## config.mk

```make
export PLATFORM = sky130hd
export DESIGN_NAME = systolic_sequencer
export DESIGN_NICKNAME = d
export VERILOG_FILES = /design/src/rtl/systolic_sequencer.sv
export SDC_FILE = /design/constraint.sdc
export NUM_CORES = 1
export LEC_CHECK = 0
export CAP_MARGIN = 10
export CORE_ASPECT_RATIO = 0.9
export CORE_UTILIZATION = 60
export CTS_BUF_LIST = sky130_fd_sc_hd__clkbuf_8 sky130_fd_sc_hd__clkbuf_16
export CTS_CLUSTER_DIAMETER = 50
export DETAILED_ROUTE_END_ITERATION = 7
export PLACE_DENSITY = 0.87
export SYNTH_ARGS = -nofsm -noshare
export SYNTH_HDL_FRONTEND = slang
export SYNTH_SLANG_ARGS = --single-unit
```

## constraint.sdc

```tcl
create_clock -name clk -period 4.51 [get_ports clk]
set_input_delay 0.902 -clock clk [delete_from_list [all_inputs] [get_ports clk]]
set_output_delay 0.902 -clock clk [all_outputs]
set_load 0.02 [all_outputs]
```

## src/rtl/systolic_sequencer.sv

```systemverilog
// rtl/systolic_sequencer.sv - job sequencer feeding a skewed NxN systolic array and deskewing its results
module systolic_sequencer #(
    parameter int N = 8
) (
    input  logic         clk,
    input  logic         reset,
    input  logic         start,
    input  logic [7:0]   k_len,
    output logic         busy,
    output logic         done,
    input  logic         a_valid,
    output logic         a_ready,
    input  logic [N-1:0] a_data,
    output logic         res_valid,
    input  logic         res_ready,
    output logic [N-1:0] res_data,
    output logic         arr_en,
    output logic         arr_clr,
    output logic [N-1:0] arr_row_in,
    input  logic [N-1:0] arr_col_out
);

    typedef enum logic [2:0] {S_IDLE, S_CLEAR, S_FEED, S_FLUSH, S_DONE} state_t;

    // res_valid acts as the last tag stage, so 2N-1 registers give a 2N-step latency
    localparam int TAGS = 2 * N - 1;

    state_t          state_q, state_d;
    logic [7:0]      k_len_q, acc_cnt_q, del_cnt_q;
    logic            hold, step, accept, deliver, clr;
    logic [N-1:0]    in_vec, deskew_vec, res_data_q;
    logic            res_valid_q, row0_q;
    logic [TAGS-1:0] tag_q;

    assign hold    = res_valid_q & ~res_ready;
    assign step    = ~reset & ~hold & (((state_q == S_FEED) & a_valid) | (state_q == S_FLUSH));
    assign a_ready = ~reset & ~hold & (state_q == S_FEED);
    assign accept  = a_valid & a_ready;
    assign deliver = res_valid_q & res_ready;
    assign in_vec  = (state_q == S_FEED) ? a_data : '0;
    assign clr     = reset | (state_q == S_CLEAR);

    assign busy      = (state_q != S_IDLE);
    assign done      = (state_q == S_DONE);
    assign arr_clr   = (state_q == S_CLEAR);
    assign arr_en    = step;
    assign res_valid = res_valid_q;
    assign res_data  = res_data_q;

    // Bit 0 passes straight through on a step but must still hold its value while stalled
    assign arr_row_in[0] = step ? in_vec[0] : row0_q;

    always_ff @(posedge clk) begin
        if (clr) begin
            row0_q <= 1'b0;
        end else if (step) begin
            row0_q <= in_vec[0];
        end
    end

    for (genvar j = 1; j < N; j++) begin : g_skew
        logic [j-1:0] chain_q;
        if (j == 1) begin : g_one
            always_ff @(posedge clk) begin
                if (clr) chain_q <= '0;
                else if (step) chain_q <= in_vec[j];
            end
        end else begin : g_many
            always_ff @(posedge clk) begin
                if (clr) chain_q <= '0;
                else if (step) chain_q <= {chain_q[j-2:0], in_vec[j]};
            end
        end
        assign arr_row_in[j] = chain_q[j-1];
    end

    for (genvar j = 0; j < N - 1; j++) begin : g_deskew
        localparam int L = N - 1 - j;
        logic [L-1:0] chain_q;
        if (L == 1) begin : g_one
            always_ff @(posedge clk) begin
                if (clr) chain_q <= '0;
                else if (step) chain_q <= arr_col_out[j];
            end
        end else begin : g_many
            always_ff @(posedge clk) begin
                if (clr) chain_q <= '0;
                else if (step) chain_q <= {chain_q[L-2:0], arr_col_out[j]};
            end
        end
        assign deskew_vec[j] = chain_q[L-1];
    end
    assign deskew_vec[N-1] = arr_col_out[N-1];

    always_ff @(posedge clk) begin
        if (clr) begin
            tag_q       <= '0;
            res_valid_q <= 1'b0;
            res_data_q  <= '0;
        end else if (step) begin
            tag_q       <= {tag_q[TAGS-2:0], accept};
            res_valid_q <= tag_q[TAGS-1];
            if (tag_q[TAGS-1]) res_data_q <= deskew_vec;
        end else if (deliver) begin
            res_valid_q <= 1'b0;
        end
    end

    always_ff @(posedge clk) begin
        if (clr) begin
            acc_cnt_q <= '0;
            del_cnt_q <= '0;
        end else begin
            if (accept) acc_cnt_q <= acc_cnt_q + 8'd1;
            if (deliver) del_cnt_q <= del_cnt_q + 8'd1;
        end
    end

    always_ff @(posedge clk) begin
        if (reset) begin
            state_q <= S_IDLE;
            k_len_q <= '0;
        end else begin
            state_q <= state_d;
            if (state_q == S_IDLE && start) k_len_q <= k_len;
        end
    end

    always_comb begin
        state_d = state_q;
        case (state_q)
            S_IDLE:  if (start) state_d = S_CLEAR;
            S_CLEAR: state_d = (k_len_q == 8'd0) ? S_DONE : S_FEED;
            S_FEED:  if (accept && (acc_cnt_q + 8'd1 == k_len_q)) state_d = S_FLUSH;
            S_FLUSH: if (deliver && (del_cnt_q + 8'd1 == k_len_q)) state_d = S_DONE;
            S_DONE:  state_d = S_IDLE;
            default: state_d = S_IDLE;
        endcase
    end

endmodule

```

==> key figures, run 1 <==
Status
  – Outcome: finished, final reports clean

Synth
  – Post-synth EDFFs: 0
  – Unique masters post-synth: between 40 and 50
  – Sequential area share after synthesis: approximately 48%
  – Ys async rst share: 0%
  – Predominant post-synthesis flop cell: dfxtp_1
  – Post-synthesis cell count: between 500 and 600
  – Syn_area_per_cell: about 7.8 um2
  – Syn_nets: roughly 600
  – Netlist Area Pre-Place: approximately 4500 um2
  – #FFs+latches synth: ~110
  – YS warnings: 0

Critical path
  – Critical Path End Type: primary output
  – Worst r2r src: acc_cnt_q[0]
  – Startpoint types: input port
  – Reg2reg end: state_q[0]
  – CP max FO: 13
  – FF-to-FF path depth: 6
  – Worst reg-to-reg setup slack: 2130 ps
  – Critical path class: input port to primary output
  – Worst path arrival time: 2880 ps
  – Req. time, crit path: 3610 ps

Worst hold path
  – Hold Crit Depth: 2
  – Hold_sp: g_deskew[1].chain_q[4]
  – WHS Endpoint: g_deskew[1].chain_q[5]
  – Worst hold path type: register to register

Global route
  – Total track usage: ~24%
  – Antenna violations before repair: 0
  – Vias in the first global route: roughly 3,500
  – Largest net degree at the start of global routing: 61
  – First-pass GRT wire length: between 15,000 and 20,000 um
  – Congestion Overflow GR: 0

Timing
  – Max transition margin: about 62%
  – Setup Skew: 11.4 ps
  – Hold slack: roughly 450 ps
  – Tightest Pin Transition: between 500 and 600 ps
  – Endpoints failing hold: 0
  – Setup ws final: about 730 ps
  – Max Fclk: around 0.26 GHz
  – Total negative setup slack: 0 ps
  – Setup Viol. Count Final: 0
  – RSZ-0062 raised after global routing: no
  – Period minus WS final: 3780 ps
  – Slew Limit Fails: 0
  – Tcrit/Tclk final: 83.8%

Layout
  – Antenna Cells: 0
  – Fill cells: between 500 and 600
  – Most frequent cells in the layout: 173 x nand2_1, 108 x dfxtp_1, 96 x a21oi_1
  – Fin cells: 693
  – Multi-input logic area: 2070 um2
  – Layout cell share with drive strength beyond 1: 4.83%
  – Area Growth Syn to Fin: 14.5%
  – Reg area: roughly 2200 um2
  – Final nets: between 600 and 700
  – Commonest non-fill, non-tap cell in the layout: nand2_1
  – Design area: ~5100 um2
  – Final core utilization: 72.0%

Route
  – Final ANT Viol Nets: 0
  – DR vias: ~3,800
  – DRT iter0 DRCs: 188
  – Via-to-Cell Ratio: 5.48
  – Drt wl/cell: ~13 um
  – Final WL: 8800 um
  – Drt first pass iters: 5
  – DRC: 0

CTS
  – Clock root buffer: clkbuf_8
  – Htree depth: 3
  – Clk Latency, worst-skew pair: 370 ps
  – CTS tree: built
  – Post-CTS sizing: 0
  – Clock Path Buffers: 2
  – Clock transition at the registers of the reported paths: between 100 and 150 ps
  – Clk sinks: roughly 110
  – Post-CTS Setup Bufs: 0
  – Hold_buf cts: 0
  – Inserted Clock Buffers: 9

Floorplanning
  – Die Area: just under 8000 um2
  – Rows: 29
  – IO Count: 51
  – Die Span X: between 90 and 100 um
  – Die Height: 83.9 um
  – CORE AREA: 7110 um2
  – Starting Density: 62.8%

Placement
  – Pre-CTS WS: 722 ps
  – I/O Buffers: 50
  – Dpl cells: ~680
  – Routability congestion estimate: approximately 0.9
  – DP HPWL: about 6000 um
  – DP Area: between 4000 and 5000 um2

Power and ir drop
  – Pwr/cell area: 340 nW/um2
  – Power Total: approximately 1.7 mW
  – VDD IR max: between 0.0002 and 0.00025 V
  – Leak pwr: between 1.5 and 2 nW

Job
  – Max_cap viols: 0
[how the worst max path moves through the flow]
| stage | from | end | slack [ps] | cells after the start |
|---|---|---|---|---|
| after floorplan | res_ready | arr_row_in[0] | 1470 | 7 |
| after global placement | res_ready | arr_row_in[0] | 760 | 8 |
| after detailed placement | res_ready | arr_row_in[0] | 720 | 8 |
| after CTS | res_ready | arr_row_in[0] | 730 | 8 |
| after global routing | res_ready | arr_row_in[0] | 550 | 8 |
| final | res_ready | arr_row_in[0] | 730 | 8 |
[worst max-delay path, cell delays in order]
cell             delay, ps
clkdlybuf4s50_1        490
nand2b_1               170
and3_1                 260
o21ai_4                150
inv_2                  110
nand3_1                100
nand2_1                 80
clkdlybuf4s50_1        600
[state kept, by name (all words and copies together) (netlist names)]
| name | cells |
|---|---|
| res_valid | 1 |
| g_deskew.chain_q | 28 |
| row0_q | 1 |
| k_len_q | 8 |
| res_data | 8 |
| del_cnt_q | 8 |
| tag_q | 15 |
| g_skew.chain_q | 28 |
| state_q | 3 |
| acc_cnt_q | 8 |
[cells by family after synthesis]
logic type,synth area share (%)
AOI/OAI and AO/OA,14.5
xor gates and xnor gates,5.49
adders and majority gates,0.560
buffers and inverters,5.46
DFF,48.4
muxes,0.476
and+or+nand+nor,25.1
[cell type report]
type | count | share of cell area [%]
clock buffer | 9 | 2.42
inverter | 8 | 0.587
tap | 93 | 2.27
multi-input combinational | 411 | 40.5
sequential | 108 | 42.2
clock inverter | 7 | 1.15
timing repair buffer | 57 | 10.8
[cell usage after synthesis (all sizes together), types with 3 or more instances]
cell / n / share of area, %
a211oi: 4 / 0.78
a21oi: 96 / 11
and3: 7 / 1.0
and4: 3 / 0.59
buf: 12 / 2.0
clkbuf: 33 / 2.8
dfxtp: 108 / 48
inv: 8 / 0.67
nand2: 173 / 15
nand3: 25 / 2.8
nand4: 5 / 0.70
nor2: 23 / 1.9
nor2b: 5 / 0.70
nor3: 6 / 0.78
o21ai: 5 / 0.56
or3: 3 / 0.42
xnor2: 21 / 4.1
xor2: 7 / 1.4
[metal layers]
metal	track usage (%)	wire length, um
met4	5.87	93
met5	0	0
met2	41.1	4270
met3	6.19	483
met1	30.6	3950
[power breakdown]
part	total (mW)	internal, mW	switching, mW	leakage (nW)
Combinational	0.205	0.0801	0.125	0.728
Sequential	0.996	0.968	0.0281	0.871
Clock	0.541	0.210	0.331	0.0921
No activity file was read; power rests on OpenSTA's default activity.
==> inputs of run 2 (changes only) <==
--- a/config.mk
+++ b/config.mk
@@ -7,11 +7,11 @@
 export LEC_CHECK = 0
 export CAP_MARGIN = 10
 export CORE_ASPECT_RATIO = 0.9
-export CORE_UTILIZATION = 60
+export CORE_UTILIZATION = 50
 export CTS_BUF_LIST = sky130_fd_sc_hd__clkbuf_8 sky130_fd_sc_hd__clkbuf_16
 export CTS_CLUSTER_DIAMETER = 50
 export DETAILED_ROUTE_END_ITERATION = 7
-export PLACE_DENSITY = 0.87
+export PLACE_DENSITY = 0.78
 export SYNTH_ARGS = -nofsm -noshare
 export SYNTH_HDL_FRONTEND = slang
 export SYNTH_SLANG_ARGS = --single-unit
==> constraint.sdc (replaced) <==
create_clock -name clk -period 3.3 [get_ports clk]
set_input_delay 0.66 -clock clk [delete_from_list [all_inputs] [get_ports clk]]
set_output_delay 0.66 -clock clk [all_outputs]
set_load 0.02 [all_outputs]
==> run 2 against run 1 <==
Against the previous run:
- critical path type unchanged
- largest power group unchanged
- worst hold slack gained 0.73 ps
- setup slack got worse by 470 ps
- critical endpoint is now arr_en
- clock power rose by 33%
- sequential cell count is the same
==> key figures, run 2 (same netlist as run 1, synthesis figures left out) <==
CTS
  – Clk sinks: 108 (unchanged)
  – Clock transition at the registers of the reported paths: 100 ps (about the same)
  – CTS tree: built
  – Clock Path Buffers: 2 (unchanged)
  – Inserted Clock Buffers: 9 (unchanged)
  – Clock root buffer: clkbuf_8
  – Clk Latency, worst-skew pair: 360 ps (about the same)
  – Htree depth: 3 (unchanged)

Timing
  – Setup Viol. Count Final: 0 (unchanged)
  – Period minus WS final: between 3000 and 4000 ps
  – Slew Limit Fails: 0 (unchanged)
  – Total negative setup slack: 0 ps (unchanged)
  – Max transition margin: 59.6% (-2.3 points)
  – Endpoints failing hold: 0 (unchanged)
  – Setup Skew: 8.02 ps (-3.33 ps)
  – Max Fclk: 0.329 GHz
  – Tightest Pin Transition: 607 ps (+34.1 ps)
  – Setup ws final: 260 ps (-469 ps)
  – RSZ-0062 raised after global routing: no
  – Tcrit/Tclk final: between 90% and 100%

Placement
  – Routability congestion estimate: 0.882 (-2.6%)
  – Pre-CTS WS: 73.6 ps (-648 ps)
  – DP HPWL: 6140 um (+1.4%)
  – Dpl cells: 706 (+4.3%)
  – I/O Buffers: 50 (unchanged)

Critical path
  – Req. time, crit path: 2640 ps (-970 ps)
  – Crit path max-delay family: buffers and inverters
  – CP max FO: 4 (-9)
  – Worst path arrival time: 2380 ps (-500 ps)
  – Critical path class: input port to primary output
  – Critical Path End Type: primary output
  – Worst-path cell chain: clkdlybuf4s50_1, nand2b_1, and3_2, o21ai_4, inv_2, clkdlybuf4s50_1
  – Startpoint types: input port
  – Crit-path max cell delay: 650 ps (+50 ps)
  – Worst path bufs/invs: 3 (unchanged)
  – Top cell by count, worst path: clkdlybuf4s50_1
  – Slowest CP cell: clkdlybuf4s50_1

Global route
  – Total track usage: 20.5% (-3.7 points)
  – First-pass GRT wire length: 15,200 um (-0.86%)
  – Vias in the first global route: 3,523 (-0.59%)
  – Antenna violations before repair: 0 (unchanged)
  – Congestion Overflow GR: 0 (unchanged)
  – Largest net degree at the start of global routing: 61 (unchanged)

Floorplanning
  – Die Area: 9320 um2 (+20%)
  – Rows: 32 (+10%)
  – IO Count: 51 (unchanged)
  – CORE AREA: 8610 um2 (+21%)
  – Die Height: 91.7 um (+9.3%)
  – Starting Density: 51.9% (-11 points)
  – Die Span X: 102 um (+9.3%)

Route
  – Final ANT Viol Nets: 0 (unchanged)
  – DRT iter0 DRCs: 211 (+12%)
  – DRC: 0 (unchanged)
  – Final WL: 8930 um (+1.5%)
  – Drt wl/cell: 12.4 um (-2.6%)
  – Drt first pass iters: 4 (-1)
  – Via-to-Cell Ratio: 5.16 (-5.9%)
  – DR vias: 3,724 (-2.0%)

Power and ir drop
  – Leak pwr: 1.72 nW (+2.0%)
  – VDD IR max: 0.000224 V (-2.2%)
  – Pwr/cell area: 457 nW/um2 (+34%)
  – Power Total: 2.37 mW (+36%)

Layout
  – Layout cell share with drive strength beyond 1: 5.47% (+0.64 points)
  – Biggest regs: g_deskew.chain_q x28, g_skew.chain_q x28, tag_q x15
  – Most frequent cells in the layout: 173 x nand2_1, 108 x dfxtp_1, 96 x a21oi_1
  – Final core utilization: 60.2% (-12 points)
  – Antenna Cells: 0 (unchanged)
  – Commonest non-fill, non-tap cell in the layout: nand2_1
  – Fin cells: 722 (+4.2%)
  – Final nets: 629 (+0.48%)
  – Area Growth Syn to Fin: 16.0%

Job
  – Max_cap viols: 0 (unchanged)

Status
  – Outcome: finished, final reports clean

Worst hold path
  – Worst hold path type: register to register
## run 2: cell types whose count changed in the layout (fill, tap and decap cells not counted), sizes merged
cell,delta
buf,+3
clkdlybuf4s50,-1
clkinv,+2
dlymetal6s2s,+1
inv,-2
## run 2: layer usage
| layer | up-vias | track usage, % | part of all wire [%] |
|---|---|---|---|
| met3 | 4 | 4.95 | 4.7 |
| li1 | 1940 | - | - |
| met1 | 1722 | 25.4 | 47 |
| met4 | 0 | 6.88 | 0.59 |
| met2 | 58 | 34.5 | 48 |
| met5 | - | 0 | 0 |
## run 2: what timing repair did
action / in CTS / in global routing
buffers inserted: 0 / 0
hold buffers: 0 / 0
endpoints found under the hold margin: 0 / 0
setup endpoints to repair: 0 / 1
resized for setup: 0 / 2
## run 2: where the power goes
group	total, mW	internal (mW)	switching [mW]
combinational	0.289	0.116	0.173
clock	0.720	0.278	0.441
sequential	1.36	1.32	0.0378
## run 2: layout make-up
type | count | area [um2]
well taps | 119 | 149
clock inverters | 7 | 52.6
inverters | 8 | 30.0
fillers | 793 | 3420
multi-input cells | 411 | 2080
clock buffers | 9 | 124
flip-flops and latches | 108 | 2160
repair buffers | 60 | 591
## run 2: worst paths after layout
check                                  start    endpoint  slack (ps)  cells past startpoint
worst min-delay path               tag_q[13]   tag_q[14]         450                      2
worst min register to register     tag_q[13]   tag_q[14]         450                      2
worst max-delay path               res_ready      arr_en         260                      6
worst max register to register  acc_cnt_q[0]  state_q[0]         920                      6
## run 2: worst reg2reg max path, delay by kind of cell (launching register included)
| kind | cells | cell delay, ps |
|---|---|---|
| AO/OA/AOI/OAI | 2 | 400 |
| AND/OR/NAND/NOR | 3 | 1270 |
| adder cells (fa/ha/maj) | 1 | 280 |
| flip-flops | 1 | 370 |
## run 2: metrics by stage
step	hold slack, ps	area [um2]
global route	474	5180
detailed placement	444	5000
global placement	436	5000
floorplan	432	4470
CTS	452	5180
finish	452	5180
==> inputs of run 3 (changes only) <==
--- a/config.mk
+++ b/config.mk
@@ -10,6 +10,7 @@
 export CORE_UTILIZATION = 50
 export CTS_BUF_LIST = sky130_fd_sc_hd__clkbuf_8 sky130_fd_sc_hd__clkbuf_16
 export CTS_CLUSTER_DIAMETER = 50
+export CTS_CLUSTER_SIZE = 20
 export DETAILED_ROUTE_END_ITERATION = 7
 export PLACE_DENSITY = 0.78
 export SYNTH_ARGS = -nofsm -noshare
==> results of run 3 <==
Same layout as run 2: the final DEF is identical, and so are final timing and power.
